File: config.mk
export PLATFORM = sky130hd
export DESIGN_NAME = eh2_lsu_dccm_wr_sched_flat
export DESIGN_NICKNAME = d
export VERILOG_FILES = /design/src/rtl/eh2_lsu_dccm_wr_sched_if.sv /design/src/rtl/eh2_lsu_dccm_wr_sched.sv /design/src/flat_wrapper.sv
export SDC_FILE = /design/constraint.sdc
export NUM_CORES = 1
export LEC_CHECK = 0
export CAP_MARGIN = 20
export CORE_MARGIN = 10
export CORE_UTILIZATION = 34
export DETAILED_ROUTE_END_ITERATION = 12
export PLACE_DENSITY = 0.77
export SLEW_MARGIN = 5
export SYNTH_ARGS = -nofsm -noshare
export SYNTH_HDL_FRONTEND = slang
export SYNTH_SLANG_ARGS = --single-unit
File: constraint.sdc
create_clock -name clk -period 3.05 [get_ports clk]
set_clock_uncertainty 0.1 [all_clocks]
set_input_delay 0.305 -clock clk [delete_from_list [all_inputs] [get_ports clk]]
set_output_delay 0.305 -clock clk [all_outputs]
set_load 0.005 [all_outputs]
File: src/rtl/eh2_lsu_dccm_wr_sched_if.sv
// Bundle of the DCCM write scheduler's request, acknowledge and write-port signals.
// The slave view is taken by the scheduler. The master view is taken by whoever drives
// the ECC, DMA and store-buffer requests and observes the DCCM write port.
interface eh2_lsu_dccm_wr_sched_if #(
    parameter int DCCM_BITS       = 16,
    parameter int DCCM_DATA_WIDTH = 32
);
    logic                       dec_tlu_core_ecc_disable;
    logic                       ecc_corr_valid;
    logic                       ecc_corr_lo_err;
    logic                       ecc_corr_hi_err;
    logic [DCCM_BITS-1:0]       ecc_corr_addr_lo;
    logic [DCCM_BITS-1:0]       ecc_corr_addr_hi;
    logic [DCCM_DATA_WIDTH-1:0] ecc_corr_data_lo;
    logic [DCCM_DATA_WIDTH-1:0] ecc_corr_data_hi;
    logic                       ecc_corr_busy;
    logic                       ecc_corr_drop;

    logic                       dma_wr_req;
    logic [DCCM_BITS-1:0]       dma_wr_addr_lo;
    logic [DCCM_BITS-1:0]       dma_wr_addr_hi;
    logic [DCCM_DATA_WIDTH-1:0] dma_wr_data_lo;
    logic [DCCM_DATA_WIDTH-1:0] dma_wr_data_hi;
    logic                       dma_wr_ack;

    logic                       stbuf_req;
    logic [DCCM_BITS-1:0]       stbuf_addr;
    logic [DCCM_DATA_WIDTH-1:0] stbuf_data;
    logic                       stbuf_ack;

    logic                       dccm_wren;
    logic [DCCM_BITS-1:0]       dccm_wr_addr_lo;
    logic [DCCM_BITS-1:0]       dccm_wr_addr_hi;
    logic [DCCM_DATA_WIDTH-1:0] dccm_wr_data_lo;
    logic [DCCM_DATA_WIDTH-1:0] dccm_wr_data_hi;
    logic [1:0]                 dccm_wr_src;

    modport slave (
        input  dec_tlu_core_ecc_disable,
        input  ecc_corr_valid, ecc_corr_lo_err, ecc_corr_hi_err,
        input  ecc_corr_addr_lo, ecc_corr_addr_hi, ecc_corr_data_lo, ecc_corr_data_hi,
        output ecc_corr_busy, ecc_corr_drop,
        input  dma_wr_req, dma_wr_addr_lo, dma_wr_addr_hi, dma_wr_data_lo, dma_wr_data_hi,
        output dma_wr_ack,
        input  stbuf_req, stbuf_addr, stbuf_data,
        output stbuf_ack,
        output dccm_wren, dccm_wr_addr_lo, dccm_wr_addr_hi,
        output dccm_wr_data_lo, dccm_wr_data_hi, dccm_wr_src
    );

    modport master (
        output dec_tlu_core_ecc_disable,
        output ecc_corr_valid, ecc_corr_lo_err, ecc_corr_hi_err,
        output ecc_corr_addr_lo, ecc_corr_addr_hi, ecc_corr_data_lo, ecc_corr_data_hi,
        input  ecc_corr_busy, ecc_corr_drop,
        output dma_wr_req, dma_wr_addr_lo, dma_wr_addr_hi, dma_wr_data_lo, dma_wr_data_hi,
        input  dma_wr_ack,
        output stbuf_req, stbuf_addr, stbuf_data,
        input  stbuf_ack,
        input  dccm_wren, dccm_wr_addr_lo, dccm_wr_addr_hi,
        input  dccm_wr_data_lo, dccm_wr_data_hi, dccm_wr_src
    );
endinterface

File: src/rtl/eh2_lsu_dccm_wr_sched.sv
// DCCM write-port scheduler.
// Three requesters share the single write port: ECC correction write-back, DMA and
// store-buffer drain. At most one write is issued per cycle. A correction job is
// captured in one cycle and replayed as LO and/or HI bank writes in the following
// cycles. A saturating counter stops a continuous DMA stream from starving the store buffer.
module eh2_lsu_dccm_wr_sched #(
    parameter int DCCM_BITS       = 16,
    parameter int DCCM_DATA_WIDTH = 32,
    parameter int STARVE_MAX      = 4
) (
    input  logic                    clk,
    input  logic                    rst,
    eh2_lsu_dccm_wr_sched_if.slave  bus
);
    localparam int AW = DCCM_BITS;
    localparam int DW = DCCM_DATA_WIDTH;
    localparam int CW = $clog2(STARVE_MAX + 1);
    localparam logic [CW-1:0] STARVE_LIM = CW'(STARVE_MAX);

    typedef enum logic [1:0] {
        IDLE  = 2'd0,
        WR_LO = 2'd1,
        WR_HI = 2'd2
    } state_t;

    state_t          state_reg;
    logic            busy_reg;
    logic            job_hi_err_reg;
    logic [AW-1:0]   job_addr_lo_reg;
    logic [AW-1:0]   job_addr_hi_reg;
    logic [DW-1:0]   job_data_lo_reg;
    logic [DW-1:0]   job_data_hi_reg;
    logic [CW-1:0]   starve_cnt_reg;

    logic            job_req;
    logic            capture;
    logic            ecc_active;
    logic            stbuf_forced;
    logic            ecc_win;
    logic            dma_win;
    logic            stbuf_win;

    // A job is worth taking only if ECC is enabled and at least one bank is bad;
    // it is taken only when the FSM is IDLE at this clock edge.
    assign job_req      = bus.ecc_corr_valid & ~bus.dec_tlu_core_ecc_disable
                        & (bus.ecc_corr_lo_err | bus.ecc_corr_hi_err);
    assign capture      = (state_reg == IDLE) & job_req;
    assign ecc_active   = (state_reg == WR_LO) | (state_reg == WR_HI);
    assign stbuf_forced = bus.stbuf_req & (starve_cnt_reg == STARVE_LIM);

    // Fixed-priority arbitration: correction write, forced drain, DMA, normal drain.
    // Everything is held off while reset is asserted so no output toggles under reset.
    always_comb begin
        ecc_win   = 1'b0;
        dma_win   = 1'b0;
        stbuf_win = 1'b0;
        if (!rst) begin
            if (ecc_active) begin
                ecc_win = 1'b1;
            end else if (stbuf_forced) begin
                stbuf_win = 1'b1;
            end else if (bus.dma_wr_req) begin
                dma_win = 1'b1;
            end else if (bus.stbuf_req) begin
                stbuf_win = 1'b1;
            end
        end
    end

    // Per-bank write-data selection; bank 0 is LO, bank 1 is HI.
    logic [1:0][AW-1:0] ecc_addr, dma_addr, wr_addr;
    logic [1:0][DW-1:0] ecc_data, dma_data, wr_data;

    assign ecc_addr[0] = job_addr_lo_reg;
    assign ecc_addr[1] = job_addr_hi_reg;
    assign ecc_data[0] = job_data_lo_reg;
    assign ecc_data[1] = job_data_hi_reg;
    assign dma_addr[0] = bus.dma_wr_addr_lo;
    assign dma_addr[1] = bus.dma_wr_addr_hi;
    assign dma_data[0] = bus.dma_wr_data_lo;
    assign dma_data[1] = bus.dma_wr_data_hi;

    genvar gi;
    generate
        for (gi = 0; gi < 2; gi++) begin : g_bank
            assign wr_addr[gi] = ecc_win   ? ecc_addr[gi]   :
                                 dma_win   ? dma_addr[gi]   :
                                 stbuf_win ? bus.stbuf_addr : '0;
            assign wr_data[gi] = ecc_win   ? ecc_data[gi]   :
                                 dma_win   ? dma_data[gi]   :
                                 stbuf_win ? bus.stbuf_data : '0;
        end
    endgenerate

    assign bus.dccm_wren       = ecc_win | dma_win | stbuf_win;
    assign bus.dccm_wr_src     = {ecc_win | dma_win, ecc_win | stbuf_win};
    assign bus.dccm_wr_addr_lo = wr_addr[0];
    assign bus.dccm_wr_addr_hi = wr_addr[1];
    assign bus.dccm_wr_data_lo = wr_data[0];
    assign bus.dccm_wr_data_hi = wr_data[1];
    assign bus.dma_wr_ack      = dma_win;
    assign bus.stbuf_ack       = stbuf_win;
    assign bus.ecc_corr_busy   = busy_reg;
    assign bus.ecc_corr_drop   = ~rst & job_req & (state_reg != IDLE);

    // Correction FSM: capture a job in IDLE, then write LO and/or HI on later cycles.
    always_ff @(posedge clk or posedge rst) begin
        if (rst) begin
            state_reg       <= IDLE;
            busy_reg        <= 1'b0;
            job_hi_err_reg  <= 1'b0;
            job_addr_lo_reg <= '0;
            job_addr_hi_reg <= '0;
            job_data_lo_reg <= '0;
            job_data_hi_reg <= '0;
        end else begin
            unique case (state_reg)
                IDLE: begin
                    if (capture) begin
                        job_hi_err_reg  <= bus.ecc_corr_hi_err;
                        job_addr_lo_reg <= bus.ecc_corr_addr_lo;
                        job_addr_hi_reg <= bus.ecc_corr_addr_hi;
                        job_data_lo_reg <= bus.ecc_corr_data_lo;
                        job_data_hi_reg <= bus.ecc_corr_data_hi;
                        state_reg       <= bus.ecc_corr_lo_err ? WR_LO : WR_HI;
                        busy_reg        <= 1'b1;
                    end
                end
                WR_LO: begin
                    if (job_hi_err_reg) begin
                        state_reg <= WR_HI;
                    end else begin
                        state_reg <= IDLE;
                        busy_reg  <= 1'b0;
                    end
                end
                WR_HI: begin
                    state_reg <= IDLE;
                    busy_reg  <= 1'b0;
                end
                default: begin
                    state_reg <= IDLE;
                    busy_reg  <= 1'b0;
                end
            endcase
        end
    end

    // Starvation counter: counts DMA wins over a waiting drain and saturates.
    // It holds across correction writes and clears once the drain is served or withdrawn.
    always_ff @(posedge clk or posedge rst) begin
        if (rst) begin
            starve_cnt_reg <= '0;
        end else if (!bus.stbuf_req) begin
            starve_cnt_reg <= '0;
        end else if (ecc_win) begin
            starve_cnt_reg <= starve_cnt_reg;
        end else if (stbuf_win) begin
            starve_cnt_reg <= '0;
        end else if (dma_win && (starve_cnt_reg != STARVE_LIM)) begin
            starve_cnt_reg <= starve_cnt_reg + 1'b1;
        end
    end
endmodule
File: src/flat_wrapper.sv
// flat-port wrapper written by rule: the top's interface ports become plain ports
module eh2_lsu_dccm_wr_sched_flat 
#(
    parameter int DCCM_BITS       = 16,
    parameter int DCCM_DATA_WIDTH = 32,
    parameter int STARVE_MAX      = 4
)
  (clk, rst, bus_dec_tlu_core_ecc_disable, bus_ecc_corr_valid, bus_ecc_corr_lo_err, bus_ecc_corr_hi_err, bus_ecc_corr_addr_lo, bus_ecc_corr_addr_hi, bus_ecc_corr_data_lo, bus_ecc_corr_data_hi, bus_ecc_corr_busy, bus_ecc_corr_drop, bus_dma_wr_req, bus_dma_wr_addr_lo, bus_dma_wr_addr_hi, bus_dma_wr_data_lo, bus_dma_wr_data_hi, bus_dma_wr_ack, bus_stbuf_req, bus_stbuf_addr, bus_stbuf_data, bus_stbuf_ack, bus_dccm_wren, bus_dccm_wr_addr_lo, bus_dccm_wr_addr_hi, bus_dccm_wr_data_lo, bus_dccm_wr_data_hi, bus_dccm_wr_src);
  eh2_lsu_dccm_wr_sched_if #(.DCCM_BITS(DCCM_BITS), .DCCM_DATA_WIDTH(DCCM_DATA_WIDTH)) bus_i ();
  input  logic clk;
  input  logic rst;
  input wire logic [$bits(bus_i.dec_tlu_core_ecc_disable)-1:0] bus_dec_tlu_core_ecc_disable;
  input wire logic [$bits(bus_i.ecc_corr_valid)-1:0] bus_ecc_corr_valid;
  input wire logic [$bits(bus_i.ecc_corr_lo_err)-1:0] bus_ecc_corr_lo_err;
  input wire logic [$bits(bus_i.ecc_corr_hi_err)-1:0] bus_ecc_corr_hi_err;
  input wire logic [$bits(bus_i.ecc_corr_addr_lo)-1:0] bus_ecc_corr_addr_lo;
  input wire logic [$bits(bus_i.ecc_corr_addr_hi)-1:0] bus_ecc_corr_addr_hi;
  input wire logic [$bits(bus_i.ecc_corr_data_lo)-1:0] bus_ecc_corr_data_lo;
  input wire logic [$bits(bus_i.ecc_corr_data_hi)-1:0] bus_ecc_corr_data_hi;
  output wire logic [$bits(bus_i.ecc_corr_busy)-1:0] bus_ecc_corr_busy;
  output wire logic [$bits(bus_i.ecc_corr_drop)-1:0] bus_ecc_corr_drop;
  input wire logic [$bits(bus_i.dma_wr_req)-1:0] bus_dma_wr_req;
  input wire logic [$bits(bus_i.dma_wr_addr_lo)-1:0] bus_dma_wr_addr_lo;
  input wire logic [$bits(bus_i.dma_wr_addr_hi)-1:0] bus_dma_wr_addr_hi;
  input wire logic [$bits(bus_i.dma_wr_data_lo)-1:0] bus_dma_wr_data_lo;
  input wire logic [$bits(bus_i.dma_wr_data_hi)-1:0] bus_dma_wr_data_hi;
  output wire logic [$bits(bus_i.dma_wr_ack)-1:0] bus_dma_wr_ack;
  input wire logic [$bits(bus_i.stbuf_req)-1:0] bus_stbuf_req;
  input wire logic [$bits(bus_i.stbuf_addr)-1:0] bus_stbuf_addr;
  input wire logic [$bits(bus_i.stbuf_data)-1:0] bus_stbuf_data;
  output wire logic [$bits(bus_i.stbuf_ack)-1:0] bus_stbuf_ack;
  output wire logic [$bits(bus_i.dccm_wren)-1:0] bus_dccm_wren;
  output wire logic [$bits(bus_i.dccm_wr_addr_lo)-1:0] bus_dccm_wr_addr_lo;
  output wire logic [$bits(bus_i.dccm_wr_addr_hi)-1:0] bus_dccm_wr_addr_hi;
  output wire logic [$bits(bus_i.dccm_wr_data_lo)-1:0] bus_dccm_wr_data_lo;
  output wire logic [$bits(bus_i.dccm_wr_data_hi)-1:0] bus_dccm_wr_data_hi;
  output wire logic [$bits(bus_i.dccm_wr_src)-1:0] bus_dccm_wr_src;
  assign bus_i.dec_tlu_core_ecc_disable = bus_dec_tlu_core_ecc_disable;
  assign bus_i.ecc_corr_valid = bus_ecc_corr_valid;
  assign bus_i.ecc_corr_lo_err = bus_ecc_corr_lo_err;
  assign bus_i.ecc_corr_hi_err = bus_ecc_corr_hi_err;
  assign bus_i.ecc_corr_addr_lo = bus_ecc_corr_addr_lo;
  assign bus_i.ecc_corr_addr_hi = bus_ecc_corr_addr_hi;
  assign bus_i.ecc_corr_data_lo = bus_ecc_corr_data_lo;
  assign bus_i.ecc_corr_data_hi = bus_ecc_corr_data_hi;
  assign bus_ecc_corr_busy = bus_i.ecc_corr_busy;
  assign bus_ecc_corr_drop = bus_i.ecc_corr_drop;
  assign bus_i.dma_wr_req = bus_dma_wr_req;
  assign bus_i.dma_wr_addr_lo = bus_dma_wr_addr_lo;
  assign bus_i.dma_wr_addr_hi = bus_dma_wr_addr_hi;
  assign bus_i.dma_wr_data_lo = bus_dma_wr_data_lo;
  assign bus_i.dma_wr_data_hi = bus_dma_wr_data_hi;
  assign bus_dma_wr_ack = bus_i.dma_wr_ack;
  assign bus_i.stbuf_req = bus_stbuf_req;
  assign bus_i.stbuf_addr = bus_stbuf_addr;
  assign bus_i.stbuf_data = bus_stbuf_data;
  assign bus_stbuf_ack = bus_i.stbuf_ack;
  assign bus_dccm_wren = bus_i.dccm_wren;
  assign bus_dccm_wr_addr_lo = bus_i.dccm_wr_addr_lo;
  assign bus_dccm_wr_addr_hi = bus_i.dccm_wr_addr_hi;
  assign bus_dccm_wr_data_lo = bus_i.dccm_wr_data_lo;
  assign bus_dccm_wr_data_hi = bus_i.dccm_wr_data_hi;
  assign bus_dccm_wr_src = bus_i.dccm_wr_src;
  eh2_lsu_dccm_wr_sched #(.DCCM_BITS(DCCM_BITS), .DCCM_DATA_WIDTH(DCCM_DATA_WIDTH), .STARVE_MAX(STARVE_MAX)) u_core (.clk(clk), .rst(rst), .bus(bus_i));
endmodule
* After elaboration in Yosys (flattened, before gate mapping) *
Index checks and enable logic that the tools add are counted.

operators by class
  bitwise gates (word level) = 13
  add/sub/neg operators = 1
  equal/unequal tests = 8
  muxes and demuxes = 32
  reductions and logical operators = 6

operator list
  cell                                                    count
  two-way mux 32 bit                                      5
  two-way mux 16 bit                                      5
  two-way mux 1 bit                                       13
  two-way mux 3 bit                                       4
  bitwise AND 1 bit                                       6
  two-way mux 2 bit                                       3
  AND reduction 2 bit                                     3
  bitwise OR 1 bit                                        5
  inequality test 2 bit (second input constant)           2
  one-hot mux 2 bit (2 select lines)                      1
  adder 3 x 1 -> 3 bit (second input constant)            1
  equality test 3 bit (second input constant)             1
  inequality test 3 x 1 -> 1 bit (second input constant)  1
  inequality test 3 bit (second input constant)           1
  equality test 2 x 1 -> 1 bit (second input constant)    1
  equality test 2 bit (second input constant)             1
  logical NOT 2 bit                                       1
  inequality test 2 x 1 -> 1 bit (second input constant)  1
  NOT 1 bit                                               2
  one-hot mux 1 bit (2 select lines)                      1
  nonzero test 2 bit                                      1
  logical AND 1 bit                                       1

storage, ports and cells
  flip-flop bits (word level) = 103
  word-level logic and storage cells = 68
  output and inout port bits = 103
  input bits = 248

* Logic depth before layout (Yosys ltp) *
Gate-level depths: netlist of the first run.

  depth after elaboration = 10
  mapped depth = 9
  mapped depth without buffers = 5

* Worst setup path before layout of the first run *
No wires, ideal clock.

  path kind = flip-flop to output port
  start = register u_core.state_reg[0]
  end = output bus_dccm_wr_addr_lo[0]
  data required time = 2.645 ns
  stages on the path, launching flop included = 10
  path buffers = 4
  slack = 0.877 ns
  arrival = 1.768 ns
  cells stage by stage = dfrtp_1 inv_1 ha_1 buf_2 nor2_1 and3_1 buf_2 buf_2 buf_2 a221o_1

between the ends
  longest elaborated chain between the ends = 7
  elaborated cells on any way between the ends = 12
  classes of those cells = eq/ne: 2; mux: 9; bitwise: 1

RTL lines
  element                                                                     RTL line                      text
  start: declaration                                                          eh2_lsu_dccm_wr_sched.sv:26   state_t state_reg;
  start signal: assignment                                                    eh2_lsu_dccm_wr_sched.sv:125  state_reg <= bus.ecc_corr_lo_err ? WR_LO : WR_HI;
  equality test 2 x 1 -> 1 bit / equality test 2 bit (equally long branches)  eh2_lsu_dccm_wr_sched.sv:48   assign ecc_active = (state_reg == WR_LO) | (state_reg == WR_HI);
  bitwise OR 1 bit *                                                          eh2_lsu_dccm_wr_sched.sv:48
  two-way mux 1 bit                                                           eh2_lsu_dccm_wr_sched.sv:58   if (ecc_active) begin
  two-way mux 1 bit                                                           eh2_lsu_dccm_wr_sched.sv:57   if (!rst) begin
  two-way mux 16 bit                                                          eh2_lsu_dccm_wr_sched.sv:88   stbuf_win ? bus.stbuf_addr : '0;
  two-way mux 16 bit                                                          eh2_lsu_dccm_wr_sched.sv:87   dma_win ? dma_addr[gi] :
  two-way mux 16 bit *                                                        eh2_lsu_dccm_wr_sched.sv:86   assign wr_addr[gi] = ecc_win ? ecc_addr[gi] :
  end: declaration                                                            flat_wrapper.sv:33            output wire logic [$bits(bus_i.dccm_wr_addr_lo)-1:0] bus_dccm_wr_addr_lo;

Mark *: on every way between the ends. The rest lies on a longest branch, timed or not.

* Worst setup path after layout of the first run *
  start = register u_core.starve_cnt_reg[0]
  end = output bus_dccm_wr_data_hi[3]

between the ends
  longest elaborated chain between the ends = 8
  elaborated cells on any way between the ends = 11
  classes of those cells = eq/ne: 1; mux: 9; bitwise: 1

RTL lines
  element                   RTL line                      text
  start: declaration        eh2_lsu_dccm_wr_sched.sv:33   logic [CW-1:0] starve_cnt_reg;
  start signal: assignment  eh2_lsu_dccm_wr_sched.sv:157  starve_cnt_reg <= starve_cnt_reg;
  start signal: assignment  eh2_lsu_dccm_wr_sched.sv:161  starve_cnt_reg <= starve_cnt_reg + 1'b1;
  equality test 3 bit *     eh2_lsu_dccm_wr_sched.sv:49   assign stbuf_forced = bus.stbuf_req & (starve_cnt_reg == STARVE_LIM);
  bitwise AND 1 bit *       eh2_lsu_dccm_wr_sched.sv:49
  two-way mux 1 bit         eh2_lsu_dccm_wr_sched.sv:60   end else if (stbuf_forced) begin
  two-way mux 1 bit         eh2_lsu_dccm_wr_sched.sv:58
  two-way mux 1 bit         eh2_lsu_dccm_wr_sched.sv:57
  two-way mux 32 bit        eh2_lsu_dccm_wr_sched.sv:91   stbuf_win ? bus.stbuf_data : '0;
  two-way mux 32 bit *      eh2_lsu_dccm_wr_sched.sv:90   dma_win ? dma_data[gi] :
  two-way mux 32 bit *      eh2_lsu_dccm_wr_sched.sv:89   assign wr_data[gi] = ecc_win ? ecc_data[gi] :
  end: declaration          flat_wrapper.sv:36            output wire logic [$bits(bus_i.dccm_wr_data_hi)-1:0] bus_dccm_wr_data_hi;

Marks and branches as above.

==> results of run 1 <==
## worst paths after layout
path / slack [ps] / cells after the start / end
max: 110 / 7 / bus_dccm_wr_data_hi[3]
min: 400 / 1 / u_core.job_data_hi_reg[28]
max reg2reg: 1110 / 5 / u_core.job_data_hi_reg[24]
min in group asynchronous: 580 / 3 / u_core.state_reg[1]
min reg2reg: 400 / 1 / u_core.job_data_hi_reg[28]
max in group asynchronous: 1570 / 4 / u_core.job_addr_hi_reg[7]
## final cells by class
class,count,area share
clock inverter,6,0.0111
multi-input combinational,330,0.300
sequential,103,0.261
tap,220,0.0279
clock buffer,9,0.0228
timing repair buffer,365,0.375
inverter,5,0.00228
## critical path, cell delays in order (launching register included)
cell,delay [ps]
dfrtp_1,370
inv_1,70
ha_1,230
a21bo_1,220
and3_4,200
buf_12,160
a221o_1,420
clkdlybuf4s50_1,470
## power breakdown
group / switching (mW) / total, mW / internal, mW / leakage [nW]
sequential: 0.302 / 2.34 / 2.04 / 1.23
combinational: 1.23 / 3.51 / 2.28 / 2.58
clock: 0.502 / 1.30 / 0.796 / 0.158
## repair_timing
action                                  CTS  global route
resized for setup                         3             2
endpoints found under the setup margin   85            89
pin swaps                                 1             0
setup buffers                             2             1
cloned                                    0             0
## cell families after synthesis
group | count (synthesis) | share of synthesized area
AOI/OAI and AO/OA | 112 | 0.185
and+or+nand+nor | 117 | 0.126
buffers and inverters | 49 | 0.0422
adders and majority gates | 4 | 0.00870
muxes | 97 | 0.190
DFF | 103 | 0.448
## metrics by stage
stage               hold WS (ps)  instances  power (mW)  cell area [um^2]  worst slack (ps)
floorplan                    354        482        4.02              5750               877
global placement             378       1020        5.72              9490               219
detailed placement           384       1020        5.85              9490               173
CTS                          400       1037        7.21              9860              10.6
global route                 411       1038        7.60              9880              6.15
finish                       397       1038        7.15              9880               111
## metal layers
layer,vias to the layer above,track usage
li1,2508,-
met1,2652,0.206
met2,264,0.326
met3,40,0.0604
met4,0,0.0797
met5,-,0
## cells in the final DEF, fill, tap and decap left out, types with 2 or more instances in the layout
cell type	synthesis	final
bufinv_16	0	3
clkbuf_16	0	9
a21oi_1	3	3
o21ai_0	6	6
inv_1	5	4
nand3b_1	3	3
clkdlybuf4s50_1	0	350
and3_4	0	2
and2_1	97	97
ha_1	4	3
a221o_1	96	96
clkinvlp_4	0	3
a21boi_0	4	4
nor3_1	3	3
buf_4	0	7
mux2_2	97	97
nor2_1	5	4
buf_12	0	7
dfrtp_1	103	103
==> flow_summary.json, run 1 <==
{
  "vias": 5464,
  "cts_made_buffers": 9,
  "synth.net_count": 734,
  "synth_cells": 482,
  "power_leakage_nw": 3.97,
  "dr.pass1.iters": 7,
  "routed-wl-met2_um": 11000,
  "initial_core_util": 0.347,
  "start_kind": "flop",
  "io_buffers": 350,
  "worstSetupPathType": "flop to output pin",
  "rsz0062_at_grt": "no",
  "insertion_delay_ps": 330,
  "tightest_slew_ps": 563,
  "multi_input_area_um2": 2960,
  "fin_crit_sh": 0.964,
  "grt_overflow": 0,
  "io_pins": 351,
  "grt_pass1_wl_um": 33500,
  "startpoint": "u_core.starve_cnt_reg[0]",
  "synth.top_cell.area_share": 0.448,
  "cts_root_buf": "clkbuf_16",
  "power.density_nw_per_um2": 723,
  "async_reset_ff_frac": 1.00,
  "ant_nets": 0,
  "ys_ff_latch": 103,
  "viasPerCell": 5.26,
  "grt_max_degree": 71,
  "grt_pass1_vias": 6004,
  "setup_violations": 0,
  "seq_area_frac_synth": 0.448,
  "fin_util": 0.596,
  "avgSynthCellArea_um2": 11.9,
  "yosys-top-cells-area": "dfrtp_1, mux2_2, a221o_1",
  "relSlewSlack": 0.625,
  "hpwlAfterDp_um": 17800,
  "first_iter_violations": 239,
  "drive_gt1_frac": 0.164,
  "wl_met3_um": 2010,
  "die_h_um": 150,
  "worstPathRequired_ps": 2640,
  "cts_buffer_depth": 2,
  "grt_usage": 0.188,
  "clkTransAtPathRegs_ps": 60,
  "synth_edf_count": 0,
  "drc": 0,
  "dr.max_layer_used": "met4",
  "cts.sinks": 103,
  "tns_ps": 0,
  "row_count": 47,
  "report.final.slew_viol_count": 0,
  "post_drt_wl_per_cell_um": 21.3,
  "wl_met1_um": 8440,
  "path_max_fanout": 45,
  "drt_wl_total_um": 22100,
  "hold_path.startpoint": "u_core.job_data_hi_reg[28]",
  "die_w_um": 150,
  "outcome": "finished clean",
  "worstPathArrival_ps": 2530,
  "synthFlopType": "dfrtp_1",
  "cts_tree": "built",
  "synth_area_um2": 5750,
  "ys_types": 27,
  "period_needed_ps": 2940,
  "peakVddDrop_mv": 0.319,
  "synth_most_common_cell": "dfrtp_1",
  "h-tree-depth": 3,
  "antenna_cells": 0,
  "fmax_mhz": 340,
  "fill_cells": 1358,
  "worst_hold_path_type": "flop to flop",
  "area_growth_pct": 71.8,
  "maxCapViolCount": 0,
  "ys_warn_count": 0,
  "fin_nets": 1066,
  "antenna_found_initial": 0,
  "synth_area_leader_cell": "dfrtp_1",
  "finalHoldViolCount": 0,
  "holdBufCountCts": 0,
  "synth_common_cells": "dfrtp_1, and2_1, mux2_2",
  "endpoint_kind": "output pin",
  "r2r-start": "u_core.state_reg[0]",
  "regArea_um2": 2580,
  "coreArea_um2": 16600,
  "gp_congestion": 0.947,
  "dieArea_um2": 22500
}
No activity file was read; power rests on OpenSTA's default activity.
==> inputs of run 2 (changes only) <==
Settings changed: SETUP_SLACK_MARGIN set to 0.15.
Clock period 3.05 ns to 2.6 ns, I/O delays scaled along.
==> flow_summary.json, run 2 (synthesis results as in run 1) <==
{
  "tightest_slew_ps": 673,
  "first_iter_violations": 295,
  "area_growth_pct": 87.6,
  "post_drt_wl_per_cell_um": 25.8,
  "layout_commonest_cell": "clkdlybuf4s50_1",
  "path_common_cell": "buf_12",
  "grtUsageMet3": 0.0809,
  "cts_made_buffers": 9,
  "crit_chain": "inv_2 > ha_4 > and2b_4 > buf_12 > buf_8 > buf_16 > buf_12 > and2_4 > a221o_1 > buf_2",
  "clkPwrFrac": 0.168,
  "p_int_mw": 6.34,
  "endpoint_kind": "output pin",
  "die_w_um": 150,
  "holdBufCountCts": 0,
  "layout_setup_ws_ps": -13.6,
  "outcome": "complete, but fails checks",
  "failed_checks": "setup timing",
  "antenna_cells": 0,
  "setup_violations": 4,
  "grt_pass1_wl_um": 36600,
  "start_kind": "flop",
  "grt_pass1_vias": 6407,
  "worst_hold_path_type": "flop to flop",
  "insertion_delay_ps": 350,
  "fmax_mhz": 383,
  "worstPathRequired_ps": 2240,
  "drt_wl_total_um": 28700,
  "dr.pass1.iters": 5,
  "p_switching_mw": 2.87,
  "cts.sinks": 103,
  "worstPathArrival_ps": 2250,
  "drive_gt1_frac": 0.384,
  "row_count": 47,
  "h-tree-depth": 3,
  "cts_root_buf": "clkbuf_16",
  "fill_cells": 1268,
  "antenna_found_initial": 1,
  "vias": 5994,
  "grt_overflow": 0,
  "power.density_nw_per_um2": 854,
  "cp_slowest_cell": "dfrtp_1",
  "initial_core_util": 0.347,
  "grt_usage": 0.210,
  "die_h_um": 150,
  "report.final.slew_viol_count": 0,
  "viasPerCell": 5.40,
  "combPwrFrac": 0.527,
  "grt_use_met1": 0.217,
  "io_pins": 351,
  "peakVddDrop_mv": 0.381,
  "period_needed_ps": 2610,
  "cts_buffer_depth": 2,
  "io_buffers": 350,
  "ant_nets": 0,
  "path_max_fanout": 4,
  "final_cell_mix": "clkdlybuf4s50_1, dfrtp_1, mux2_2",
  "fin_crit_sh": 1.01,
  "drc": 0,
  "gp_congestion": 0.936,
  "postLayoutCellArea_um2": 10800,
  "maxCapViolCount": 0,
  "power_frac_seq": 0.305,
  "clkTransAtPathRegs_ps": 70,
  "met2_usage": 0.373,
  "coreArea_um2": 16600,
  "slowest_delay_ps": 400,
  "switching_share": 0.312,
  "worstSetupPathType": "flop to output pin",
  "relSlewSlack": 0.550,
  "rsz0062_at_grt": "yes",
  "grt_max_degree": 53,
  "fin_nets": 1138,
  "power_leakage_nw": 4.78,
  "dpl_cell_area_um2": 9580,
  "cts_tree": "built",
  "dieArea_um2": 22500,
  "finalHoldViolCount": 0,
  "hpwlAfterDp_um": 17900,
  "hold_ws_ps": 398,
  "grt_busiest_layer": "met2"
}
==> run 2: stage by stage <==
step | std cells | util | setup TNS (ps) | power (mW) | worst slack (ps)
3_3_place_gp | 1026 | 0.578 | 0 | 6.78 | 44.5
4_1_cts | 1071 | 0.608 | -271 | 8.56 | -76.6
6_report | 1111 | 0.650 | -43.2 | 9.21 | -13.6
5_1_grt | 1111 | 0.650 | -1160 | 9.72 | -79.9
2_1_floorplan | 482 | - | 0 | 4.72 | 472
3_5_place_dp | 1026 | 0.578 | 0 | 6.92 | 17.7
==> run 2: area by class of cell <==
cell class / instances / area (um^2) / area share
Inverter: 5 / 22.5 / 0.00209
Sequential cell: 103 / 2580 / 0.239
Clock inverter: 2 / 60.1 / 0.00557
Multi-Input combinational cell: 331 / 3090 / 0.286
Timing Repair Buffer: 436 / 4480 / 0.415
Tap cell: 220 / 275 / 0.0255
Clock buffer: 14 / 284 / 0.0263
==> run 2: metal layers <==
layer  wire, um  vias up
li1           -     2668
met1      10300     2909
met2      14700      348
met3       2690       67
met4       1030        2
met5         12        -
==> run 2: power by group through the flow <==
stage | Combinational [mW] | Sequential [mW] | Clock (mW)
2_1_floorplan | 2.10 | 2.62 | 0
3_3_place_gp | 4.05 | 2.73 | 0
3_5_place_dp | 4.14 | 2.78 | 0
4_1_cts | 4.22 | 2.77 | 1.58
5_1_grt | 5.19 | 2.88 | 1.65
6_report | 4.86 | 2.81 | 1.55
==> run 2: what timing repair did <==
action | 4_1_cts | 5_1_grt
pin swaps | 19 | 60
resized for setup | 384 | 87
endpoints found under the setup margin | 98 | 96
buffers inserted | 21 | 17
cloned | 8 | 23
==> run 2: worst paths after layout <==
check / to / slack, ps / startpoint / depth (start not counted)
worst max-delay path: bus_dccm_wr_data_lo[24] / -10 / u_core.state_reg[0] / 10
worst min-delay path: u_core.job_addr_lo_reg[8] / 400 / u_core.job_addr_lo_reg[8] / 1
worst max register to register: u_core.starve_cnt_reg[1] / 430 / u_core.starve_cnt_reg[1] / 8
worst min register to register: u_core.job_addr_lo_reg[8] / 400 / u_core.job_addr_lo_reg[8] / 1
max in group asynchronous: u_core.job_data_hi_reg[13] / 1260 / rst / 4
min in group asynchronous: u_core.job_addr_hi_reg[5] / 500 / rst / 3
==> run 2: critical path: cells and delay by family, from the launching register on <==
kind                       cells  cell delay (ps)
DFF                            1              400
AOI/OAI and AO/OA              1              260
buffers and inverters          6              710
adders and majority gates      1              220
and+or+nand+nor                2              330
